## src/rtl/spi_conf_master_if.sv

```systemverilog
// Handshake and SPI pin bundle for spi_conf_master.
// The master modport is the initiator's view. The slave modport is the view
// of whatever drives requests and models the serial slave.
interface spi_conf_master_if #(
    parameter int CONF_WIDTH = 48,
    parameter int ROT_WIDTH  = 16
);
    logic                  start;
    logic                  cmd_sel;
    logic [CONF_WIDTH-1:0] conf_in;
    logic                  busy;
    logic                  done;
    logic [ROT_WIDTH-1:0]  rotation_data;
    logic                  rotation_valid;
    logic                  spi_clk;
    logic                  spi_ss;
    logic                  spi_mosi;
    logic                  spi_miso;

    modport master (
        input  start, cmd_sel, conf_in, spi_miso,
        output busy, done, rotation_data, rotation_valid, spi_clk, spi_ss, spi_mosi
    );

    modport slave (
        output start, cmd_sel, conf_in, spi_miso,
        input  busy, done, rotation_data, rotation_valid, spi_clk, spi_ss, spi_mosi
    );
endinterface

```

## src/rtl/spi_conf_master.sv

```systemverilog
// SPI mode-0 initiator for the config/rotation link.
// Each frame is an 8-bit command followed by one of two payloads: the 48-bit
// driver configuration, or 16 dummy bits while the 16-bit rotation word is
// read back. Frames are MSB first under a single slave select.
module spi_conf_master #(
    parameter int         CLK_DIV    = 4,
    parameter int         SS_SETUP   = 2,
    parameter int         SS_HOLD    = 2,
    parameter int         CONF_WIDTH = 48,
    parameter int         ROT_WIDTH  = 16,
    parameter logic [7:0] CMD_CONF   = 8'h01,
    parameter logic [7:0] CMD_ROT    = 8'h02
) (
    input  logic              clk_33,
    input  logic              rst,
    spi_conf_master_if.master bus
);
    // The frame register is MSB-aligned and sized for the longer payload.
    localparam int FRAME_W   = 8 + ((CONF_WIDTH > ROT_WIDTH) ? CONF_WIDTH : ROT_WIDTH);
    localparam int CONF_PAD  = FRAME_W - 8 - CONF_WIDTH;
    localparam int BIT_W     = $clog2(FRAME_W);
    localparam int CNT_MAX_A = (CLK_DIV > SS_SETUP) ? CLK_DIV : SS_SETUP;
    localparam int CNT_MAX   = (CNT_MAX_A > SS_HOLD) ? CNT_MAX_A : SS_HOLD;
    localparam int CNT_W     = $clog2(CNT_MAX) + 1;

    localparam logic [BIT_W-1:0]   LAST_CONF  = BIT_W'(8 + CONF_WIDTH - 1);
    localparam logic [BIT_W-1:0]   LAST_ROT   = BIT_W'(8 + ROT_WIDTH - 1);
    localparam logic [CNT_W-1:0]   SETUP_LAST = CNT_W'(SS_SETUP - 1);
    localparam logic [CNT_W-1:0]   HOLD_LAST  = CNT_W'(SS_HOLD - 1);
    localparam logic [CNT_W-1:0]   DIV_LAST   = CNT_W'(CLK_DIV - 1);
    localparam logic [FRAME_W-1:0] ROT_FRAME  = {CMD_ROT, {(FRAME_W - 8){1'b0}}};

    typedef enum logic [1:0] {S_IDLE, S_SETUP, S_SHIFT, S_HOLD} state_t;

    state_t               r_state, w_state;
    logic [FRAME_W-1:0]   r_shift, w_shift;
    logic [ROT_WIDTH-1:0] r_rx, w_rx;
    logic [ROT_WIDTH-1:0] r_rot_data, w_rot_data;
    logic [BIT_W-1:0]     r_bit, w_bit;
    logic [CNT_W-1:0]     r_cnt, w_cnt;
    logic                 r_is_rot, w_is_rot;
    logic                 r_sclk, w_sclk;
    logic                 r_ss, w_ss;
    logic                 r_done, w_done;
    logic                 r_valid, w_valid;
    logic [FRAME_W-1:0]   w_conf_frame;
    logic [BIT_W-1:0]     w_last_bit;

    assign w_conf_frame = FRAME_W'({CMD_CONF, bus.conf_in}) << CONF_PAD;
    assign w_last_bit   = r_is_rot ? LAST_ROT : LAST_CONF;

    // MOSI is the frame register's MSB. The register is cleared whenever
    // the link is idle, so MOSI rests low.
    assign bus.busy           = (r_state != S_IDLE);
    assign bus.done           = r_done;
    assign bus.rotation_data  = r_rot_data;
    assign bus.rotation_valid = r_valid;
    assign bus.spi_clk        = r_sclk;
    assign bus.spi_ss         = r_ss;
    assign bus.spi_mosi       = r_shift[FRAME_W-1];

    // Next-state and next-output logic for the frame sequencer.
    always_comb begin
        // NOTE: every w_ signal gets a default before the case, so no path through the case can infer a latch.
        w_state    = r_state;
        w_shift    = r_shift;
        w_rx       = r_rx;
        w_rot_data = r_rot_data;
        w_bit      = r_bit;
        w_cnt      = r_cnt;
        w_is_rot   = r_is_rot;
        w_sclk     = r_sclk;
        w_ss       = r_ss;
        w_done     = 1'b0;
        w_valid    = 1'b0;

        case (r_state)
            S_IDLE: begin
                if (bus.start) begin
                    w_state  = S_SETUP;
                    w_is_rot = bus.cmd_sel;
                    w_shift  = bus.cmd_sel ? ROT_FRAME : w_conf_frame;
                    w_ss     = 1'b0;
                    w_sclk   = 1'b0;
                    w_cnt    = '0;
                    w_bit    = '0;
                end
            end
            S_SETUP: begin
                if (r_cnt == SETUP_LAST) begin
                    w_state = S_SHIFT;
                    w_cnt   = '0;
                end else begin
                    w_cnt = r_cnt + 1'b1;
                end
            end
            S_SHIFT: begin
                if (r_cnt == DIV_LAST) begin
                    w_cnt = '0;
                    if (!r_sclk) begin
                        // Rising edge: capture MISO. Command-byte bits shift out the top.
                        w_sclk = 1'b1;
                        w_rx   = ROT_WIDTH'({r_rx, bus.spi_miso});
                    end else begin
                        // Falling edge: advance MOSI, except after the last bit.
                        w_sclk = 1'b0;
                        if (r_bit == w_last_bit) begin
                            w_state = S_HOLD;
                        end else begin
                            w_bit   = r_bit + 1'b1;
                            w_shift = r_shift << 1;
                        end
                    end
                end else begin
                    w_cnt = r_cnt + 1'b1;
                end
            end
            S_HOLD: begin
                if (r_cnt == HOLD_LAST) begin
                    w_state = S_IDLE;
                    w_ss    = 1'b1;
                    w_done  = 1'b1;
                    w_shift = '0;
                    if (r_is_rot) begin
                        w_valid    = 1'b1;
                        w_rot_data = r_rx;
                    end
                end else begin
                    w_cnt = r_cnt + 1'b1;
                end
            end
            default: w_state = S_IDLE;
        endcase
    end

    // State register. Reset aborts any frame at once and releases the slave.
    always_ff @(posedge clk_33 or posedge rst) begin
        if (rst) begin
            r_state    <= S_IDLE;
            r_shift    <= '0;
            r_rx       <= '0;
            r_rot_data <= '0;
            r_bit      <= '0;
            r_cnt      <= '0;
            r_is_rot   <= 1'b0;
            r_sclk     <= 1'b0;
            r_ss       <= 1'b1;
            r_done     <= 1'b0;
            r_valid    <= 1'b0;
        end else begin
            // NOTE: non-blocking assignments make every register load from the same pre-edge values.
            r_state    <= w_state;
            r_shift    <= w_shift;
            r_rx       <= w_rx;
            r_rot_data <= w_rot_data;
            r_bit      <= w_bit;
            r_cnt      <= w_cnt;
            r_is_rot   <= w_is_rot;
            r_sclk     <= w_sclk;
            r_ss       <= w_ss;
            r_done     <= w_done;
            r_valid    <= w_valid;
        end
    end
endmodule

```

## src/flat_wrapper.sv

```systemverilog
// flat-port wrapper written by rule: the top's interface ports become plain ports
module spi_conf_master_flat 
#(
    parameter int         CLK_DIV    = 4,
    parameter int         SS_SETUP   = 2,
    parameter int         SS_HOLD    = 2,
    parameter int         CONF_WIDTH = 48,
    parameter int         ROT_WIDTH  = 16,
    parameter logic [7:0] CMD_CONF   = 8'h01,
    parameter logic [7:0] CMD_ROT    = 8'h02
)
  (clk_33, rst, bus_start, bus_cmd_sel, bus_conf_in, bus_spi_miso, bus_busy, bus_done, bus_rotation_data, bus_rotation_valid, bus_spi_clk, bus_spi_ss, bus_spi_mosi);
  spi_conf_master_if #(.CONF_WIDTH(CONF_WIDTH), .ROT_WIDTH(ROT_WIDTH)) bus_i ();
  input  logic clk_33;
  input  logic rst;
  input wire logic [$bits(bus_i.start)-1:0] bus_start;
  input wire logic [$bits(bus_i.cmd_sel)-1:0] bus_cmd_sel;
  input wire logic [$bits(bus_i.conf_in)-1:0] bus_conf_in;
  input wire logic [$bits(bus_i.spi_miso)-1:0] bus_spi_miso;
  output wire logic [$bits(bus_i.busy)-1:0] bus_busy;
  output wire logic [$bits(bus_i.done)-1:0] bus_done;
  output wire logic [$bits(bus_i.rotation_data)-1:0] bus_rotation_data;
  output wire logic [$bits(bus_i.rotation_valid)-1:0] bus_rotation_valid;
  output wire logic [$bits(bus_i.spi_clk)-1:0] bus_spi_clk;
  output wire logic [$bits(bus_i.spi_ss)-1:0] bus_spi_ss;
  output wire logic [$bits(bus_i.spi_mosi)-1:0] bus_spi_mosi;
  assign bus_i.start = bus_start;
  assign bus_i.cmd_sel = bus_cmd_sel;
  assign bus_i.conf_in = bus_conf_in;
  assign bus_i.spi_miso = bus_spi_miso;
  assign bus_busy = bus_i.busy;
  assign bus_done = bus_i.done;
  assign bus_rotation_data = bus_i.rotation_data;
  assign bus_rotation_valid = bus_i.rotation_valid;
  assign bus_spi_clk = bus_i.spi_clk;
  assign bus_spi_ss = bus_i.spi_ss;
  assign bus_spi_mosi = bus_i.spi_mosi;
  spi_conf_master #(.CLK_DIV(CLK_DIV), .SS_SETUP(SS_SETUP), .SS_HOLD(SS_HOLD), .CONF_WIDTH(CONF_WIDTH), .ROT_WIDTH(ROT_WIDTH), .CMD_CONF(CMD_CONF), .CMD_ROT(CMD_ROT)) u_core (.clk_33(clk_33), .rst(rst), .bus(bus_i));
endmodule
```

## config.mk

```make
export PLATFORM = sky130hd
export DESIGN_NAME = spi_conf_master_flat
export DESIGN_NICKNAME = d
export VERILOG_FILES = /design/src/rtl/spi_conf_master_if.sv /design/src/rtl/spi_conf_master.sv /design/src/flat_wrapper.sv
export SDC_FILE = /design/constraint.sdc
export NUM_CORES = 1
export LEC_CHECK = 0
export ABC_AREA = 0
export CAP_MARGIN = 5
export CELL_PAD_IN_SITES_DETAIL_PLACEMENT = 1
export CELL_PAD_IN_SITES_GLOBAL_PLACEMENT = 1
export CORE_AREA = 3 3 109 111
export DETAILED_ROUTE_END_ITERATION = 10
export DIE_AREA = 0 0 112 114
export PLACE_DENSITY = 0.83
export SETUP_SLACK_MARGIN = 0.05
export SYNTH_ARGS = -nofsm -noshare
export SYNTH_HDL_FRONTEND = slang
export SYNTH_SLANG_ARGS = --single-unit
```

## constraint.sdc

```tcl
create_clock -name clk_33 -period 4.9 [get_ports clk_33]
set_clock_uncertainty 0.15 [all_clocks]
set_input_delay 0.98 -clock clk_33 [delete_from_list [all_inputs] [get_ports clk_33]]
set_output_delay 0.98 -clock clk_33 [all_outputs]
set_load 0.03 [all_outputs]
```

# Word-level counts from Yosys, hierarchy flattened

Cells that the tools add are included.

Logic and storage cells: 78
Output and inout bits: 22
Input port bits: 53
Register bits: 104

Multiplexer cells: 36
Equal/unequal tests: 14
Bitwise logic cells: 1
Add/sub/neg operators: 2
Reduce and logical (&&, ||, !) cells: 14

Operators with widths:

| operator            | count |
|---|---|
| $mux 56             | 5 |
| $pmux 56 s3         | 1 |
| $mux 50             | 1 |
| $mux 6              | 5 |
| $mux 2              | 6 |
| $mux 3              | 4 |
| $pmux 3 s4          | 1 |
| $pmux 6 s2          | 1 |
| $reduce_and 3->1    | 4 |
| $reduce_and 6->1    | 2 |
| $ne 2x1->1 const B  | 5 |
| $mux 1              | 9 |
| $pmux 2 s4          | 1 |
| $add 6x1->6 const B | 1 |
| $eq 6x6->1          | 1 |
| $ne 2x2->1 const B  | 3 |
| $reduce_bool 2->1   | 3 |
| $reduce_and 5->1    | 1 |
| $eq 2x2->1 const B  | 2 |
| $pmux 1 s2          | 2 |
| $reduce_and 2->1    | 2 |
| $add 3x1->3 const B | 1 |
| $eq 3x1->1 const B  | 1 |
| $eq 3x2->1 const B  | 1 |
| 4 further kinds     | 4 |

# Longest topological paths before layout

Gate-level depths: netlist of run 1.

Depth in word-level cells: 6
Depth in mapped cells: 8

# Least setup slack after synthesis of run 1

No wires, ideal clock.

Path type: input to register
Start point: input bus_start
End point: register u_core.r_shift[1]
Library setup time: 0.125 ns
Arrival: 2.083 ns
Path buffers: 2
Data required time: 4.625 ns
Cell stages on the path: 6
Setup slack: 2.542 ns
Cell sequence: nor2b_4 a211o_4 a21oi_4 buf_6 buf_12 mux2_4

Longest elaborated chain between the ends: 2

Ends and longest elaborated chain:

| element                           | RTL line               | text |
|---|---|---|
| start: declaration                | flat_wrapper.sv:16     | `input wire logic [$bits(bus_i.start)-1:0] bus_start;` |
| $ne 2x2->1 (no source line)       | n/a                    |  |
| $reduce_and 6->1 (no source line) | n/a                    |  |
| end signal: assignment            | spi_conf_master.sv:153 | `r_shift <= w_shift;` |
| end: declaration                  | spi_conf_master.sv:36  | `logic [FRAME_W-1:0] r_shift, w_shift;` |

Every way passes these cells.
A chain may end at the register's enable or synchronous reset.

# Worst setup path in the final report of run 1

Start point: register u_core.r_state[0]
End point: output bus_busy

Longest elaborated chain between the ends: 1

Ends and longest elaborated chain:

| element                  | RTL line               | text |
|---|---|---|
| start: declaration       | spi_conf_master.sv:35  | `state_t r_state, w_state;` |
| start signal: assignment | spi_conf_master.sv:152 | `r_state <= w_state;` |
| $reduce_bool 2->1        | spi_conf_master.sv:54  | `assign bus.busy = (r_state != S_IDLE);` |
| end: declaration         | flat_wrapper.sv:20     | `output wire logic [$bits(bus_i.busy)-1:0] bus_busy;` |

Every way passes these cells.

==> metrics.csv, run 1 <==
stage;metric;value;unit
global_routing;GRT Overall Usage;0.171;
synth;Post-synth EDFFs;0;
cells_and_area;layout net count;489;
clock_tree;CTS clock-pin slew for the worst setup and hold paths;0.10;ns
critical_path;CP startpoint kind;flip-flop;
critical_path;buffer and inverter count on the worst path;3;
clock_tree;hold buffers post-CTS;0;
detailed_routing;antenna-violating nets left;0;
global_routing;vias in the first global route;3376;
detailed_routing;Vias/cell;5.44;
clock_tree;Clock Path Buffers;2;
critical_path;CP max-delay cell;clkdlybuf4s50_1;
clock_tree;clk_lat worst skew;0.39;ns
pwr;Psw;0.000356;W
pwr;Clk pwr share;0.355;
detailed_routing;DR top layer;met4;
clock_tree;Post-CTS Setup Inserts;0;
floorplan;Die ar.;12800;sq um
pwr;PwrDens;263;nW/um^2
detailed_routing;wire length on met3;364;microns
synth;Mapped Nets;417;
status;outcome;finished clean;
sta;Final period util;0.626;
placed_design;RePlAce Congestion;0.786;
critical_path;kind of critical path;reg -> out;
sta;final hold violation count;0;
global_routing;total gr overflow;0;
cells_and_area;Core Util, Final;0.539;
critical_path;crit-path max FO;6;
pwr;switching part of the total;0.231;
pwr;combinational power share;0.067;
cells_and_area;Antenna diodes;0;
pwr;Internal;0.00119;W
critical_path;CP endpoint kind;output pin;
clock_tree;CTS tree;yes;
critical_path;crit-path max cell delay;0.67;ns
cells_and_area;Post-Layout Inst Area;5870;sq um
synth;Cells after Synth;354;
clock_tree;CTS root buf;clkbuf_8;
sta;RSZ-0062 raised after global routing;false;
synth;sequential fraction of the synthesis area;0.540;
critical_path;CP required;3.77;ns
placed_design;dpl hpwl;6.91;mm
floorplan;core area;10900;sq um
floorplan;IO Pins;75;
synth;FF+latch count, synth;104;
global_routing;largest net degree at the start of global routing;84;
cells_and_area;most frequent cells in the layout;103 x dfrtp_1, 74 x clkdlybuf4s50_1, 73 x mux2_2;
pwr;worst vdd ir;0.227;mV
critical_path;crit-path leading delay family;buffers and inverters;
detailed_routing;met2 WL post-DR;5.48;mm
flow_run;Max-cap violations;0;
global_routing;initial antenna violation count;0;
detailed_routing;wire length on met1;4.45;mm
sta;post-route setup TNS;0;ns
clock_tree;post_cts resized;0;
floorplan;initial core utilization;0.443;
sta;min Tclk post-route;3.07;ns
critical_path;Crit path top cell by count;inv_1;
clock_tree;clock sink total;104;
detailed_routing;DRC;0;
floorplan;Die H;114;microns
pwr;register share of total power;0.578;
placed_design;DP Area;5670;sq um
critical_path;CP arrival;1.94;ns
sta;FMAX;0.326;GHz
detailed_routing;Post-Route WL;10.4;mm
sta;Hold WS;0.348;ns
cells_and_area;layout cells sized above 1;0.274;
sta;Setup Viol. Count Final;0;
synth;Mapped Area;4820;sq um
synth;library cells used by synthesis;44;
cells_and_area;Area growth, synth to finish;21.8;%
cells_and_area;commonest non-fill, non-tap cell in the layout;dfrtp_1;
floorplan;Row Count;38;
sta;slew margin rel.;0.326;
synth;Top FF cell, synth;dfrtp_1;
detailed_routing;via count;3106;
synth;warnings from Yosys;0;
clock_tree;H-tree depth;3;
synth;Post-Syn Area per Cell;13.6;sq um
detailed_routing;DRT iter0 DRCs;179;
clock_tree;Inserted Clock Buffers;9;
floorplan;Die Width;112;microns
min_path;HP Class;reg -> reg;
detailed_routing;first drt pass iteration count;4;
pwr;Lkg Pwr;2.74;nW
placed_design;Port Buffers;74;
synth;Post-synth ARST share;1.00;
critical_path;CP Cell Sequence;inv_1, ha_1, inv_1, clkdlybuf4s50_1;
detailed_routing;routed len/inst;18.3;microns
sta;Slew Viols, Final;0;
sta;Slew @ Worst Pin;1.01;ns
global_routing;global-route wire length before repair;17.4;mm
==> power by group through the flow <==
stage                     clock [W]  combinational, W  sequential [W]
after CTS                  0.000570          0.000106        0.000892
after floorplan                   0         0.0000488        0.000904
after global placement            0          0.000101        0.000907
final                      0.000547          0.000103        0.000892
after global routing       0.000610          0.000113        0.000896
after detailed placement          0          0.000105        0.000909
==> through the flow <==
step                      instances  total power, W  worst slack (ns)
after detailed placement        555         0.00101              1.53
after floorplan                 354        0.000953              1.04
after CTS                       571         0.00157              1.80
after global routing            571         0.00162              1.71
final                           571         0.00154              1.83
after global placement          555         0.00101              1.56
==> logic make-up (layout without fill, tap and decap cells) <==
| family | after synthesis | in the layout | share of synthesized area |
|---|---|---|---|
| xor+xnor | 1 | 1 | 0.00182 |
| simple gates | 40 | 40 | 0.0473 |
| mux | 84 | 84 | 0.203 |
| fa+ha+maj | 10 | 10 | 0.0260 |
| flops | 104 | 104 | 0.540 |
| buf+inv | 30 | 107 | 0.0330 |
| compound gates | 85 | 85 | 0.149 |
==> worst paths after layout <==
check                      slack [ns]  depth (start not counted)                                      end                          start
max                              1.83                          4                                 bus_busy  u_core.r_state[0]$_DFFE_PP0P_
min                              0.35                          2            u_core.bus.spi_ss$_DFFE_PP1P_  u_core.bus.spi_ss$_DFFE_PP1P_
max reg2reg                      2.21                          7           u_core.r_shift[15]$_DFFE_PP0P_  u_core.r_state[0]$_DFFE_PP0P_
min reg2reg                      0.35                          2            u_core.bus.spi_ss$_DFFE_PP1P_  u_core.bus.spi_ss$_DFFE_PP1P_
max in group asynchronous        2.72                          3            u_core.bus.spi_ss$_DFFE_PP1P_                            rst
min in group asynchronous        1.02                          2  u_core.bus.rotation_data[6]$_DFFE_PP0P_                            rst
==> area by class of cell <==
class / instances / area, sq um
Clock inverter: 6 / 67.6
Clock buffer: 10 / 128
Tap cell: 140 / 175
Timing Repair Buffer: 80 / 786
Inverter: 11 / 43.8
Fill cell: 1123 / 5020
Multi-Input combinational cell: 220 / 2060
Sequential cell: 104 / 2600
==> Yosys cell counts, types with 2 or more instances <==
master,instances,area share
nand3_1,8,0.0083
nand2_1,6,0.0047
mux2_4,9,0.028
nor3_1,3,0.0031
o21ai_0,6,0.0062
inv_1,11,0.0086
a21oi_1,5,0.0052
nand2b_1,2,0.0026
buf_4,5,0.0078
mux2_2,73,0.17
o311ai_0,2,0.0036
o211ai_1,5,0.0078
nor2_1,10,0.0078
ha_1,10,0.026
dfrtp_1,103,0.53
a22o_1,55,0.10
a2bb2oi_1,3,0.0055
mux2i_1,2,0.0042
clkbuf_1,9,0.0070
buf_2,3,0.0031
==> routing by layer <==
layer | track usage | vias up
li1 | - | 1461
met2 | 0.293 | 48
met4 | 0.0497 | 0
met1 | 0.213 | 1586
met5 | 0 | -
met3 | 0.0499 | 11
==> worst reg2reg max path: stages (launching register included) <==
cell,delay [ns]
dfrtp_1,0.39
inv_1,0.10
ha_1,0.30
nor2b_4,0.19
a211o_4,0.35
a21oi_4,0.11
buf_4,0.55
mux2_2,0.45
==> sequential cells by signal (all words and copies together) (netlist names), 2 cells and up <==
name / flops
u_core.r_cnt: 3
u_core.r_bit: 6
u_core.bus.rotation_data: 16
u_core.r_state: 2
u_core.r_rx: 16
u_core.r_shift: 56
No activity file was read; power rests on OpenSTA's default activity.
==> run 2: changes to the inputs <==
--- a/config.mk
+++ b/config.mk
@@ -9,10 +9,10 @@
 export CAP_MARGIN = 5
 export CELL_PAD_IN_SITES_DETAIL_PLACEMENT = 1
 export CELL_PAD_IN_SITES_GLOBAL_PLACEMENT = 1
-export CORE_AREA = 3 3 109 111
+export CORE_AREA = 3 3 114 116
 export DETAILED_ROUTE_END_ITERATION = 10
-export DIE_AREA = 0 0 112 114
-export PLACE_DENSITY = 0.83
+export DIE_AREA = 0 0 117 119
+export PLACE_DENSITY = 0.8
 export SETUP_SLACK_MARGIN = 0.05
 export SYNTH_ARGS = -nofsm -noshare
 export SYNTH_HDL_FRONTEND = slang
==> constraint.sdc (replaced) <==
create_clock -name clk_33 -period 2.6 [get_ports clk_33]
set_clock_uncertainty 0.15 [all_clocks]
set_input_delay 0.52 -clock clk_33 [delete_from_list [all_inputs] [get_ports clk_33]]
set_output_delay 0.52 -clock clk_33 [all_outputs]
set_load 0.03 [all_outputs]
==> run 2 against run 1 <==
Hold slack got worse by 0.0086 ns. Total power increased by 120%. Via count rose by 2.5%. First-iteration DRC count down 28%. Design area is 3.9% higher. Final cell count up 2.1%. Clock-buffer cell count down 1. Sequential cell count unchanged. Largest cell class unchanged. Setup slack worse by 1.6 ns.
==> metrics.csv, run 2 (synthesis results as in run 1) <==
stage;metric;value;unit;change
status;outcome;finished clean;;unchanged
critical_path;CP startpoint kind;flip-flop;;unchanged
pwr;combinational power share;0.060;;was 0.067
floorplan;Die ar.;13900;sq um;was 12,800 sq um
detailed_routing;Post-Route WL;10.8;mm;was 10.4 mm
floorplan;Row Count;40;;was 38
detailed_routing;DRC;0;;unchanged
clock_tree;CTS tree;yes;;unchanged
cells_and_area;multi-input logic area;2060;sq um;unchanged
sta;Final period util;0.903;;
detailed_routing;Vias/cell;5.46;;was 5.44
critical_path;crit-path max FO;27;;was 6
clock_tree;CTS root buf;clkbuf_16;;was clkbuf_8
floorplan;IO Pins;75;;unchanged
pwr;switching part of the total;0.231;;about the same
critical_path;crit path launch;u_core.r_state[0]$_DFFE_PP0P_;;unchanged
clock_tree;clk_lat worst skew;0.35;ns;was 0.39 ns
sta;FMAX;0.426;GHz;
placed_design;DP Worst Slack;0.0623;ns;was 1.53 ns
cells_and_area;layout cells sized above 1;0.284;;was 0.274
cells_and_area;commonest non-fill, non-tap cell in the layout;dfrtp_1;;unchanged
sta;Setup Viol. Count Final;0;;unchanged
detailed_routing;first drt pass iteration count;4;;unchanged
clock_tree;Clock Path Buffers;2;;unchanged
pwr;Psw;0.000771;W;was 0.000356 W
sta;Slew @ Worst Pin;0.467;ns;was 1.01 ns
sta;final worst setup slack;0.251;ns;was 1.83 ns
global_routing;initial antenna violation count;0;;unchanged
sta;post-route setup TNS;0;ns;unchanged
pwr;register share of total power;0.504;;was 0.578
critical_path;FF-to-FF Start;u_core.r_state[0]$_DFFE_PP0P_;;unchanged
placed_design;dpl hpwl;7.29;mm;was 6.91 mm
global_routing;GRT Overall Usage;0.161;;was 0.171
global_routing;total gr overflow;0;;unchanged
critical_path;buffer and inverter count on the worst path;2;;was 3
sta;RSZ-0062 raised after global routing;false;;unchanged
floorplan;core area;12000;sq um;was 10,900 sq um
cells_and_area;most frequent cells in the layout;103 x dfrtp_1, 73 x mux2_2, 73 x clkdlybuf4s50_1;;was 103 x dfrtp_1, 74 x clkdlybuf4s50_1, 73 x mux2_2
cells_and_area;number of flip-flops in the largest register;56;;unchanged
detailed_routing;routed len/inst;18.6;microns;was 18.3 microns
critical_path;CP max-delay cell;dfrtp_1;;was clkdlybuf4s50_1
sta;min Tclk post-route;2.35;ns;
cells_and_area;register area;2600;sq um;unchanged
min_path;HP Class;reg -> reg;;unchanged
cells_and_area;Post-Layout Inst Area;6090;sq um;was 5870 sq um
pwr;Internal;0.00257;W;was 0.00119 W
floorplan;Die H;119;microns;was 114 microns
detailed_routing;via count;3183;;was 3,106
placed_design;Port Buffers;74;;unchanged
min_path;worst hold path startpoint;u_core.bus.spi_ss$_DFFE_PP1P_;;unchanged
floorplan;initial core utilization;0.401;;was 0.443
sta;Slew Viols, Final;0;;unchanged
flow_run;Max-cap violations;0;;unchanged
critical_path;kind of critical path;reg -> reg;;was reg -> out
cells_and_area;layout net count;494;;was 489
cells_and_area;Largest Register;u_core.r_shift;;unchanged
clock_tree;CTS clock-pin slew for the worst setup and hold paths;0.08;ns;was 0.10 ns
pwr;PwrDens;548;nW/um^2;was 263 nW/um^2
placed_design;DP Area;5770;sq um;was 5670 sq um
clock_tree;H-tree depth;3;;unchanged
critical_path;crit-path leading delay family;compound AO/OA/AOI/OAI gates;;was buffers and inverters
cells_and_area;Antenna diodes;0;;unchanged
critical_path;CP arrival;2.44;ns;was 1.94 ns
placed_design;RePlAce Congestion;0.777;;was 0.786
global_routing;global-route wire length before repair;17.6;mm;was 17.4 mm
global_routing;largest net degree at the start of global routing;61;;was 84
pwr;Clk pwr share;0.436;;was 0.355
clock_tree;Post-CTS Setup Inserts;0;;unchanged
floorplan;Die Width;117;microns;was 112 microns
sta;final hold violation count;0;;unchanged
critical_path;CP Cell Sequence;inv_1, ha_1, nor2b_4, a211o_4, a21oi_4, buf_12, mux2_2;;was inv_1, ha_1, inv_1, clkdlybuf4s50_1
pwr;Lkg Pwr;2.84;nW;was 2.74 nW
clock_tree;hold buffers post-CTS;0;;unchanged
critical_path;CP required;2.69;ns;was 3.77 ns
cells_and_area;Area growth, synth to finish;26.5;%;was 21.8%
clock_tree;Inserted Clock Buffers;9;;unchanged
sta;slew margin rel.;0.685;;was 0.326
clock_tree;clock sink total;104;;unchanged
detailed_routing;DRT iter0 DRCs;129;;was 179
cells_and_area;fill count;1219;;was 1,123
pwr;worst vdd ir;0.457;mV;was 0.227 mV
critical_path;crit-path max cell delay;0.39;ns;was 0.67 ns
detailed_routing;antenna-violating nets left;0;;unchanged
global_routing;vias in the first global route;3464;;was 3,376
critical_path;CP endpoint kind;flip-flop;;was output pin
-- run 2: cell type report --
cell class                      instances  share of cell area
Clock inverter                          7              0.0164
Tap cell                              147              0.0302
Clock buffer                            9              0.0370
Timing Repair Buffer                   85               0.143
Multi-Input combinational cell        220               0.339
Inverter                               11             0.00739
Sequential cell                       104               0.427
-- run 2: routing by layer --
layer	GRT usage	part of all wire	vias up
li1	-	-	1475
met1	0.201	0.43	1641
met2	0.270	0.52	50
met3	0.0412	0.035	17
met4	0.0545	0.019	0
met5	0	0	-
-- run 2: worst paths after layout --
path / endpoint / slack, ns / cells past startpoint
setup reg to reg: u_core.r_shift[29]$_DFFE_PP0P_ / 0.25 / 7
setup / recovery: u_core.r_shift[29]$_DFFE_PP0P_ / 0.25 / 7
min in group asynchronous: u_core.bus.rotation_data[6]$_DFFE_PP0P_ / 0.45 / 3
hold reg to reg: u_core.bus.spi_ss$_DFFE_PP1P_ / 0.34 / 2
hold / removal: u_core.bus.spi_ss$_DFFE_PP1P_ / 0.34 / 2
max in group asynchronous: u_core.bus.spi_ss$_DFFE_PP1P_ / 1.48 / 3
-- run 2: what timing repair did --
item                       in CTS  in global routing
setup endpoints to repair       1                  0
hold endpoints to repair        0                  0
gates resized for setup         1                  0
-- run 2: per-stage QoR --
step	total power [W]	cells	util	hold slack [ns]
final	0.00334	583	0.507	0.340
after global placement	0.00191	567	0.480	0.325
after CTS	0.00340	583	0.507	0.341
after floorplan	0.00180	354	-	0.307
after global routing	0.00348	583	0.507	0.349
after detailed placement	0.00192	567	0.480	0.331
-- run 2: power by group through the flow --
stage          clock network [W]  registers [W]  logic [W]
2_1_floorplan                  0        0.00170  0.0000923
3_3_place_gp                   0        0.00171   0.000198
3_5_place_dp                   0        0.00171   0.000205
4_1_cts                  0.00151        0.00168   0.000206
5_1_grt                  0.00157        0.00169   0.000218
6_report                 0.00146        0.00168   0.000200
-- run 2: worst register-to-register path: cells and delay by family, from the launching register on --
family / cells / cell delay [ns]
buffers and inverters: 2 / 0.33
AOI/OAI and AO/OA: 2 / 0.54
and+or+nand+nor: 1 / 0.16
DFF: 1 / 0.39
muxes: 1 / 0.38
adders and majority gates: 1 / 0.29
